[src/rtl/game_timer_pkg.sv]
// Shared definitions for the game timer: FSM state encodings, BCD digit width
// and the seconds-to-BCD conversion used for the reload value.
package game_timer_pkg;

  localparam int BCD_W = 4;

  typedef enum logic [1:0] {
    ST_IDLE  = 2'd0,
    ST_RUN   = 2'd1,
    ST_PAUSE = 2'd2,
    ST_DONE  = 2'd3
  } state_e;

  function automatic logic [2*BCD_W-1:0] to_bcd(input int unsigned sec);
    logic [BCD_W-1:0] tens;
    logic [BCD_W-1:0] ones;
    tens = BCD_W'(sec / 32'd10);
    ones = BCD_W'(sec % 32'd10);
    return {tens, ones};
  endfunction

endpackage

[src/rtl/game_timer_tick_sync.sv]
// Synchronizes an asynchronous slow square wave into the clk domain and emits a
// registered one-cycle pulse per rising edge, SYNC_STAGES+1 cycles after the edge.
module tick_sync #(
  parameter int SYNC_STAGES = 2
) (
  input  logic clk,
  input  logic rst_n,
  input  logic async_in,
  output logic tick
);

  logic [SYNC_STAGES-1:0] sync_q, sync_d;
  logic                   prev_q, prev_d;
  logic                   tick_q, tick_d;

  always_comb begin
    sync_d = {sync_q[SYNC_STAGES-2:0], async_in};
    prev_d = sync_q[SYNC_STAGES-1];
    tick_d = sync_q[SYNC_STAGES-1] & ~prev_q;
  end

  always_ff @(posedge clk or negedge rst_n) begin
    if (!rst_n) begin
      sync_q <= '0;
      prev_q <= 1'b0;
      tick_q <= 1'b0;
    end else begin
      sync_q <= sync_d;
      prev_q <= prev_d;
      tick_q <= tick_d;
    end
  end

  assign tick = tick_q;

endmodule

[src/rtl/game_timer.sv]
// Whack-a-mole round timer: counts BCD seconds down from INIT_SEC on 1 Hz ticks.
// Optional warn output is built only when GAME_TIMER_WARN_EN is defined.
module game_timer
  import game_timer_pkg::*;
#(
  parameter int INIT_SEC    = 60,
  parameter int WARN_SEC    = 10,
  parameter int SYNC_STAGES = 2
) (
  input  logic             clk,
  input  logic             rst_n,
  input  logic             clk_1,
  input  logic             start,
  input  logic             pause,
  output logic [BCD_W-1:0] sec_tens,
  output logic [BCD_W-1:0] sec_ones,
  output logic             running,
  output logic             timeout,
  output logic             warn
);

  localparam logic [2*BCD_W-1:0] INIT_BCD = to_bcd(INIT_SEC);

  logic             sec_tick;
  logic             start_rise, pause_rise;
  state_e           state_q, state_d;
  logic [BCD_W-1:0] tens_q, tens_d, ones_q, ones_d;
  logic             start_q, pause_q;
  logic             running_q, running_d;
  logic             timeout_q, timeout_d;

  tick_sync #(.SYNC_STAGES(SYNC_STAGES)) u_tick_sync (
    .clk      (clk),
    .rst_n    (rst_n),
    .async_in (clk_1),
    .tick     (sec_tick)
  );

  assign start_rise = start & ~start_q;
  assign pause_rise = pause & ~pause_q;

  always_comb begin
    state_d   = state_q;
    tens_d    = tens_q;
    ones_d    = ones_q;
    timeout_d = 1'b0;
    case (state_q)
      ST_IDLE, ST_DONE: begin
        // A start edge reloads; any tick landing in the same cycle is discarded.
        if (start_rise) begin
          state_d          = ST_RUN;
          {tens_d, ones_d} = INIT_BCD;
        end else begin
          state_d = state_q;
        end
      end
      ST_RUN: begin
        if (sec_tick) begin
          if ({tens_q, ones_q} == 8'h01) begin
            {tens_d, ones_d} = 8'h00;
            timeout_d        = 1'b1;
            state_d          = ST_DONE;
          end else if (ones_q != 4'd0) begin
            ones_d = ones_q - 4'd1;
          end else if (tens_q != 4'd0) begin
            ones_d = 4'd9;
            tens_d = tens_q - 4'd1;
          end else begin
            ones_d = ones_q;
          end
        end else begin
          ones_d = ones_q;
        end
        if (pause_rise && (state_d == ST_RUN)) begin
          state_d = ST_PAUSE;
        end else begin
          state_d = state_d;
        end
      end
      ST_PAUSE: begin
        if (start_rise) begin
          state_d = ST_RUN;
        end else begin
          state_d = ST_PAUSE;
        end
      end
      default: state_d = ST_IDLE;
    endcase
    running_d = (state_d == ST_RUN);
  end

  always_ff @(posedge clk or negedge rst_n) begin
    if (!rst_n) begin
      state_q   <= ST_IDLE;
      tens_q    <= INIT_BCD[2*BCD_W-1:BCD_W];
      ones_q    <= INIT_BCD[BCD_W-1:0];
      start_q   <= 1'b0;
      pause_q   <= 1'b0;
      running_q <= 1'b0;
      timeout_q <= 1'b0;
    end else begin
      state_q   <= state_d;
      tens_q    <= tens_d;
      ones_q    <= ones_d;
      start_q   <= start;
      pause_q   <= pause;
      running_q <= running_d;
      timeout_q <= timeout_d;
    end
  end

`ifdef GAME_TIMER_WARN_EN
  localparam logic [2*BCD_W-1:0] WARN_BCD = to_bcd(WARN_SEC);

  logic warn_q, warn_d;

  // BCD ordering matches numeric ordering, so a plain byte compare suffices.
  always_comb begin
    warn_d = running_d && ({tens_d, ones_d} <= WARN_BCD);
  end

  always_ff @(posedge clk or negedge rst_n) begin
    if (!rst_n) begin
      warn_q <= 1'b0;
    end else begin
      warn_q <= warn_d;
    end
  end

  assign warn = warn_q;
`else
  assign warn = 1'b0;
`endif

  assign sec_tens = tens_q;
  assign sec_ones = ones_q;
  assign running  = running_q;
  assign timeout  = timeout_q;

endmodule

[config.mk]
export PLATFORM = sky130hd
export DESIGN_NAME = game_timer
export DESIGN_NICKNAME = d
export VERILOG_FILES = /design/src/rtl/game_timer_pkg.sv /design/src/rtl/game_timer_tick_sync.sv /design/src/rtl/game_timer.sv
export SDC_FILE = /design/constraint.sdc
export NUM_CORES = 1
export LEC_CHECK = 0
export CAP_MARGIN = 40
export CORE_MARGIN = 4
export CORE_UTILIZATION = 45
export CTS_BUF_LIST = sky130_fd_sc_hd__clkbuf_8
export DETAILED_ROUTE_END_ITERATION = 8
export MAX_ROUTING_LAYER = met4
export PLACE_DENSITY = 0.7
export SLEW_MARGIN = 5
export SYNTH_ARGS = -nofsm -noshare
export SYNTH_HDL_FRONTEND = slang
export SYNTH_HIERARCHICAL = 1
export SYNTH_SLANG_ARGS = --single-unit
[constraint.sdc]
create_clock -name clk -period 3.4 [get_ports clk]
set_input_delay 1.02 -clock clk [delete_from_list [all_inputs] [get_ports clk]]
set_output_delay 1.02 -clock clk [all_outputs]
set_load 0.005 [all_outputs]
==> impl_metrics.sql <==
INSERT INTO impl_metrics (metric_group, metric, value, unit) VALUES
('clock_tree', 'h-tree-depth', '1', ''),
('synthesis', 'synth_simple_gate_area_frac', '0.204', ''),
('clock_tree', 'ctsLongestPathBuffers', '2', ''),
('timing', 'setup_viol', '0', ''),
('detailed_routing', 'drc', '0', ''),
('grt', 'global_route.overflow_total', '0', ''),
('grt', 'grt_first_pass_wirelength', '3220', 'um'),
('worst_setup_path', 'worstPathArrival', '1.37', 'ns'),
('synthesis', 'synth-adder-area-share', '0.0620', ''),
('grt', 'grt_usage', '0.136', ''),
('grt', 'grt_antenna_before_repair', '0', ''),
('worst_setup_path', 'critPathSlowestCell', 'sky130_fd_sc_hd__dfstp_2', ''),
('clock_tree', 'cts.repair_timing.setup_buffer_count', '0', ''),
('worst_setup_path', 'cp_peak_stage_delay', '0.60', 'ns'),
('final_layout', 'antenna-diode-count', '0', ''),
('floorplan', 'start_util', '0.494', ''),
('synthesis', 'dominantRegCellSynth', 'sky130_fd_sc_hd__dfrtp_1', ''),
('placement', 'gpl.final_weighted_congestion', '0.824', ''),
('worst_setup_path', 'critPathKind', 'flip-flop to primary output', ''),
('synthesis', 'netlist_area', '1010', 'um2'),
('detailed_routing', 'wl_per_cell', '13.8', 'um'),
('synthesis', 'ys_seq_area_frac', '0.449', ''),
('synthesis', 'netlist.area_leader.share', '0.397', ''),
('placement', 'dpl-instance-area', '1170', 'um2'),
('final_layout', 'utilization', '0.601', ''),
('worst_setup_path', 'crit_path_end_kind', 'primary output', ''),
('final_layout', 'post_layout_instance_area', '1230', 'um2'),
('synthesis', 'synth_area_leaders', 'sky130_fd_sc_hd__dfrtp_1, sky130_fd_sc_hd__ha_1, sky130_fd_sc_hd__dfstp_2', ''),
('run_status', 'status', 'complete, no violations', ''),
('detailed_routing', 'detailed_routing_iteration_count_for_the_pre_antenna_repair_pass', '4', ''),
('grt', 'first_global_vias', '701', ''),
('synthesis', 'ys_warnings', '6', ''),
('detailed_routing', 'post_drt_via_cell_ratio', '5.46', ''),
('synthesis', 'synth_top_family_by_area', 'simple AND/OR/NAND/NOR gates', ''),
('timing', 'fin_hold_ws', '0.350', 'ns'),
('detailed_routing', 'dr_total_vias', '748', ''),
('final_layout', 'layout_common_cells', 'sky130_fd_sc_hd__dfrtp_1, sky130_fd_sc_hd__clkdlybuf4s50_1, sky130_fd_sc_hd__inv_1', ''),
('timing', 'max_slew.worst_pin.slew', '0.789', 'ns'),
('detailed_routing', 'detail_route.iter0.violations', '12', ''),
('pwr', 'power', '1.19', 'mW'),
('min_path', 'hold_depth', '0', ''),
('floorplan', 'floorplan.die.height', '55.4', 'um'),
('timing', 'relative_slew_slack', '0.472', ''),
('synthesis', 'synth_async_sr_flop_share', '1.00', ''),
('timing', 'report.final.hold_viol_count', '0', ''),
('worst_setup_path', 'critical_path.cell_chain', 'clkdlybuf4s50_1', ''),
('worst_setup_path', 'ff2ff_path_depth', '6', ''),
('placement', 'hpwl', '1390', 'um'),
('worst_setup_path', 'timing.critical_path.depth', '1', ''),
('floorplan', 'core_area', '2040', 'um2'),
('final_layout', 'sequential_cell_area', '453', 'um2'),
('synthesis', 'count_of_unique_library_cells_instantiated_by_yosys', '43', ''),
('grt', 'grt_start_max_net_pins', '19', ''),
('timing', 'worst_clock_skew', '0.00713', 'ns'),
('clock_tree', 'clock_edge_transition_at_the_registers_on_the_reported_setup_and_hold_paths', '0.07', 'ns'),
('synthesis', 'synth_seq_cells', '18', ''),
('clock_tree', 'clock_insertion_delay_worst_skew', '0.26', 'ns'),
('detailed_routing', 'drt-total-wl', '1890', 'um'),
('worst_setup_path', 'worst-path-buf-inv', '1', ''),
('floorplan', 'die_area', '3070', 'um2'),
('final_layout', 'nFillCells', '190', ''),
('worst_setup_path', 'cp.required', '2.38', 'ns'),
('synthesis', 'postSynthAreaPerCell', '10.7', 'um2'),
('worst_setup_path', 'timing.critical_path.max_delay_family', 'flip-flops', ''),
('job', 'drv.max_cap_violation_count', '0', ''),
('final_layout', 'post_route_cells_drive_above_1_share', '0.173', ''),
('timing', 'fmaxAchievable', '418', 'MHz'),
('floorplan', 'fp.dieW', '55.4', 'um'),
('synthesis', 'synth_area_leader_cell', 'sky130_fd_sc_hd__dfrtp_1', ''),
('synthesis', 'synth_compound_gate_area_share', '0.173', ''),
('worst_setup_path', 'worst_setup_path_start_kind', 'flip-flop', '');
-- stage by stage --
stage / std cells / worst slack (ns)
floorplan: 94 / 1.37
global placement: 133 / 0.793
detailed placement: 133 / 0.727
CTS: 137 / 1.00
global route: 137 / 0.884
finish: 137 / 1.01
-- synthesized netlist by cell type (all sizes together) (3+ instances only) --
library cell / count
nand2: 5
ha: 5
dfrtp: 16
a21oi: 3
inv: 11
or3b: 3
mux2: 3
nor3: 3
o21ai: 3
nor2b: 4
nor2: 4
-- cells by family (layout without fill, tap and decap cells) --
family | after synthesis | after routing
other cells | 1 | 1
fa+ha+maj | 5 | 5
mux | 4 | 4
compound gates | 21 | 21
simple gates | 32 | 32
buf+inv | 13 | 29
flops | 18 | 18
-- registers in the layout (all words and copies together), names as in the netlist --
name and flops:
pause_q 1, sec_ones 4, sec_tens 4, start_q 1, u_tick_sync/sync_q 2, state_q 2, u_tick_sync/prev_q 1, timeout 1
running 1, u_tick_sync/tick 1
-- per-layer routing --
metal | GRT usage | wire length, um | vias to the layer above
met5 | - | 0 | -
met4 | 0.0833 | 49 | 0
met3 | 0.0303 | 72 | 5
met2 | 0.193 | 859 | 16
met1 | 0.176 | 911 | 356
li1 | - | - | 371
-- final cells by class --
class / instances / area share
Inverter: 11 / 0.0336
Timing Repair Buffer: 14 / 0.114
Tap cell: 27 / 0.0275
Sequential cell: 18 / 0.369
Clock buffer: 4 / 0.0449
Multi-Input combinational cell: 63 / 0.411
-- report_power, final --
part	total (mW)	leakage [nW]	internal [mW]	switching (mW)
Clock	0.178	0.0288	0.103	0.0749
Combinational	0.646	0.272	0.326	0.320
Sequential	0.366	0.220	0.290	0.0753
-- path summary, 6_finish.rpt --
kind,start,endpoint,slack (ns)
max,sec_tens[2],sec_tens[2],1.01
min,u_tick_sync/sync_q[0],u_tick_sync/sync_q[1],0.35
max reg2reg,sec_ones[0],sec_ones[1],1.30
min reg2reg,u_tick_sync/sync_q[0],u_tick_sync/sync_q[1],0.35
max in group asynchronous,rst_n,state_q[0],1.68
min in group asynchronous,rst_n,sec_ones[2],1.22
Power figures use the tool's default switching activity.
==> edit (same settings) <==
Set the package constant `BCD_W` to 6 (it was 4).
--- a/src/rtl/game_timer_pkg.sv
+++ b/src/rtl/game_timer_pkg.sv
@@ -2,7 +2,7 @@
 // and the seconds-to-BCD conversion used for the reload value.
 package game_timer_pkg;
 
-  localparam int BCD_W = 4;
+  localparam int BCD_W = 6;
 
   typedef enum logic [1:0] {
     ST_IDLE  = 2'd0,
Interface: changed (resized sec_ones and sec_tens); port bits go from 16 to 20. No check against the original RTL was run, so the function may have changed too.
==> edit against the unedited design <==
Combinational power rose by 30%; die area rose by 26%; synthesized cell count rose by 37%; via count rose by 46%; design area rose by 26%; power rose by 20%; worst setup slack got worse by 300 ps; sequential cell count rose by 4; cell count rose by 31%; synthesized area rose by 30%; worst hold slack improved by 5.2 ps; global-route usage rose by 3.2 points; wire length rose by 42%; critical path type is now in2reg; largest power group unchanged.
==> edit: results (changes against the unedited design) <==
| Metric | Value |
|---|---|
| # setup viols final | `0 (unchanged)` |
| Placer Congestion | `0.847 (+2.9%)` |
| Worst-path maximum fanout | `10 (+3)` |
| WP data arrival | `2850 ps (+1480 ps)` |
| TritonCTS Buffers | `3 (unchanged)` |
| Max_cap viols | `0 (unchanged)` |
| Initial antenna violation count | `0 (unchanged)` |
| Most used flip-flop cell after synthesis | `dfrtp_1` |
| 1st-pass router iterations | `4 (unchanged)` |
| Status | `complete, no violations` |
| LEAKAGE | `0.661 nW (+27%)` |
| Wire length per cell | `15.0 µm (+8.4%)` |
| Layout cell share with drive strength beyond 1 | `10.8% (-6.5 points)` |
| Initial drt markers | `64 (+52)` |
| Nets@finish | `161 (+33%)` |
| Port Buf Inserts | `18 (+4)` |
| Share of flip-flops with an asynchronous set or reset | `100% (unchanged)` |
| Sequential share of the synthesized area | `42.1% (-2.8 points)` |
| Synth area leaders | `dfrtp_1, ha_1, dfstp_2` |
| Via count | `1092 (+46%)` |
| Vias in the first global route | `956 (+36%)` |
| Post-CTS Setup Bufs | `0 (unchanged)` |
| Setup Skew | `1.68 ps (-5.44 ps)` |
| ANT cells | `0 (unchanged)` |
| DP HPWL | `1.97 mm (+42%)` |
| Largest net degree at the start of global routing | `23 (+4)` |
| Normalized max-slew margin | `52.9% (+5.7 points)` |
| Reg clk slew, reported paths | `70 ps (about the same)` |
| Global-route wire length before repair | `4.58 mm (+42%)` |
| Clock root cell | `clkbuf_8` |
| Yosys cell types | `48 (+12%)` |
| Maximum vdd drop | `0.000524 V (-4.7%)` |
| Total GRT Usage | `16.8% (+3.2 points)` |
| Most instantiated cells after synthesis | `dfrtp_1, a21oi_1, inv_1, nand2_1, ha_1` |
| Post-Syn Nets | `141 (+36%)` |
[edit: cell types whose count changed after synthesis, moves of 3 or more]
cell	change
a21oi_1	+7
o21ai_1	+5
dfrtp_1	+4
nor3_1	+4
inv_1	-3
mux2_2	-3
nand2_1	+3
o21ai_0	+3
o31ai_1	+3
[edit: cells by family after synthesis]
| logic type | synth area share [%] |
|---|---|
| AOI/OAI and AO/OA | 24.9 |
| adders and majority gates | 6.67 |
| buffers and inverters | 5.52 |
| DFF | 42.1 |
| other | 0.285 |
| and+or+nand+nor | 20.6 |
[edit: report_power, final]
part / leakage (nW) / switching, mW / internal (mW)
Sequential: 0.277 / 0.0881 / 0.335
Combinational: 0.357 / 0.473 / 0.369
Clock: 0.0269 / 0.0801 / 0.0805
[edit: cell type report]
cell class | count | area, µm²
Sequential cell | 22 | 553
Tap cell | 31 | 38.8
Timing Repair Buffer | 19 | 188
Inverter | 8 | 30.0
Clock buffer | 3 | 41.3
Clock inverter | 1 | 3.75
Fill cell | 255 | 1240
Multi-Input combinational cell | 95 | 688
[edit: final timing paths]
| path | end | startpoint | cells after the start | slack (ps) |
|---|---|---|---|---|
| setup / recovery | sec_ones[4] | start | 6 | 710 |
| setup reg to reg | sec_ones[4] | state_q[1] | 7 | 980 |
| max in group asynchronous | sec_tens[2] | rst_n | 2 | 2020 |
| hold / removal | u_tick_sync/sync_q[1] | u_tick_sync/sync_q[0] | 0 | 360 |
| hold reg to reg | u_tick_sync/sync_q[1] | u_tick_sync/sync_q[0] | 0 | 360 |
| min in group asynchronous | sec_tens[0] | rst_n | 2 | 1110 |
[edit: worst max-delay path: stages]
cell,delay [ps]
clkdlybuf4s50_1,490
nand2b_1,160
a211oi_2,320
o31ai_4,170
or3b_1,430
o31ai_1,270
[edit: per-stage QoR]
| step | cell area (µm²) | setup WS [ps] | utilization (%) | cells | hold slack, ps |
|---|---|---|---|---|---|
| after floorplan | 1310 | 1120 | - | 129 | 331 |
| after global placement | 1500 | 540 | 53.8 | 175 | 345 |
| after detailed placement | 1500 | 419 | 53.8 | 175 | 337 |
| after CTS | 1540 | 695 | 55.5 | 179 | 362 |
| after global routing | 1540 | 596 | 55.5 | 179 | 365 |
| final | 1540 | 710 | 55.5 | 179 | 355 |
[edit: layer usage]
metal | GRT usage (%) | vias up | wire [µm]
li1 | - | 527 | -
met1 | 22.7 | 542 | 1270
met2 | 24.0 | 18 | 1270
met3 | 3.72 | 5 | 98
met4 | 7.27 | 0 | 46
met5 | - | - | 0
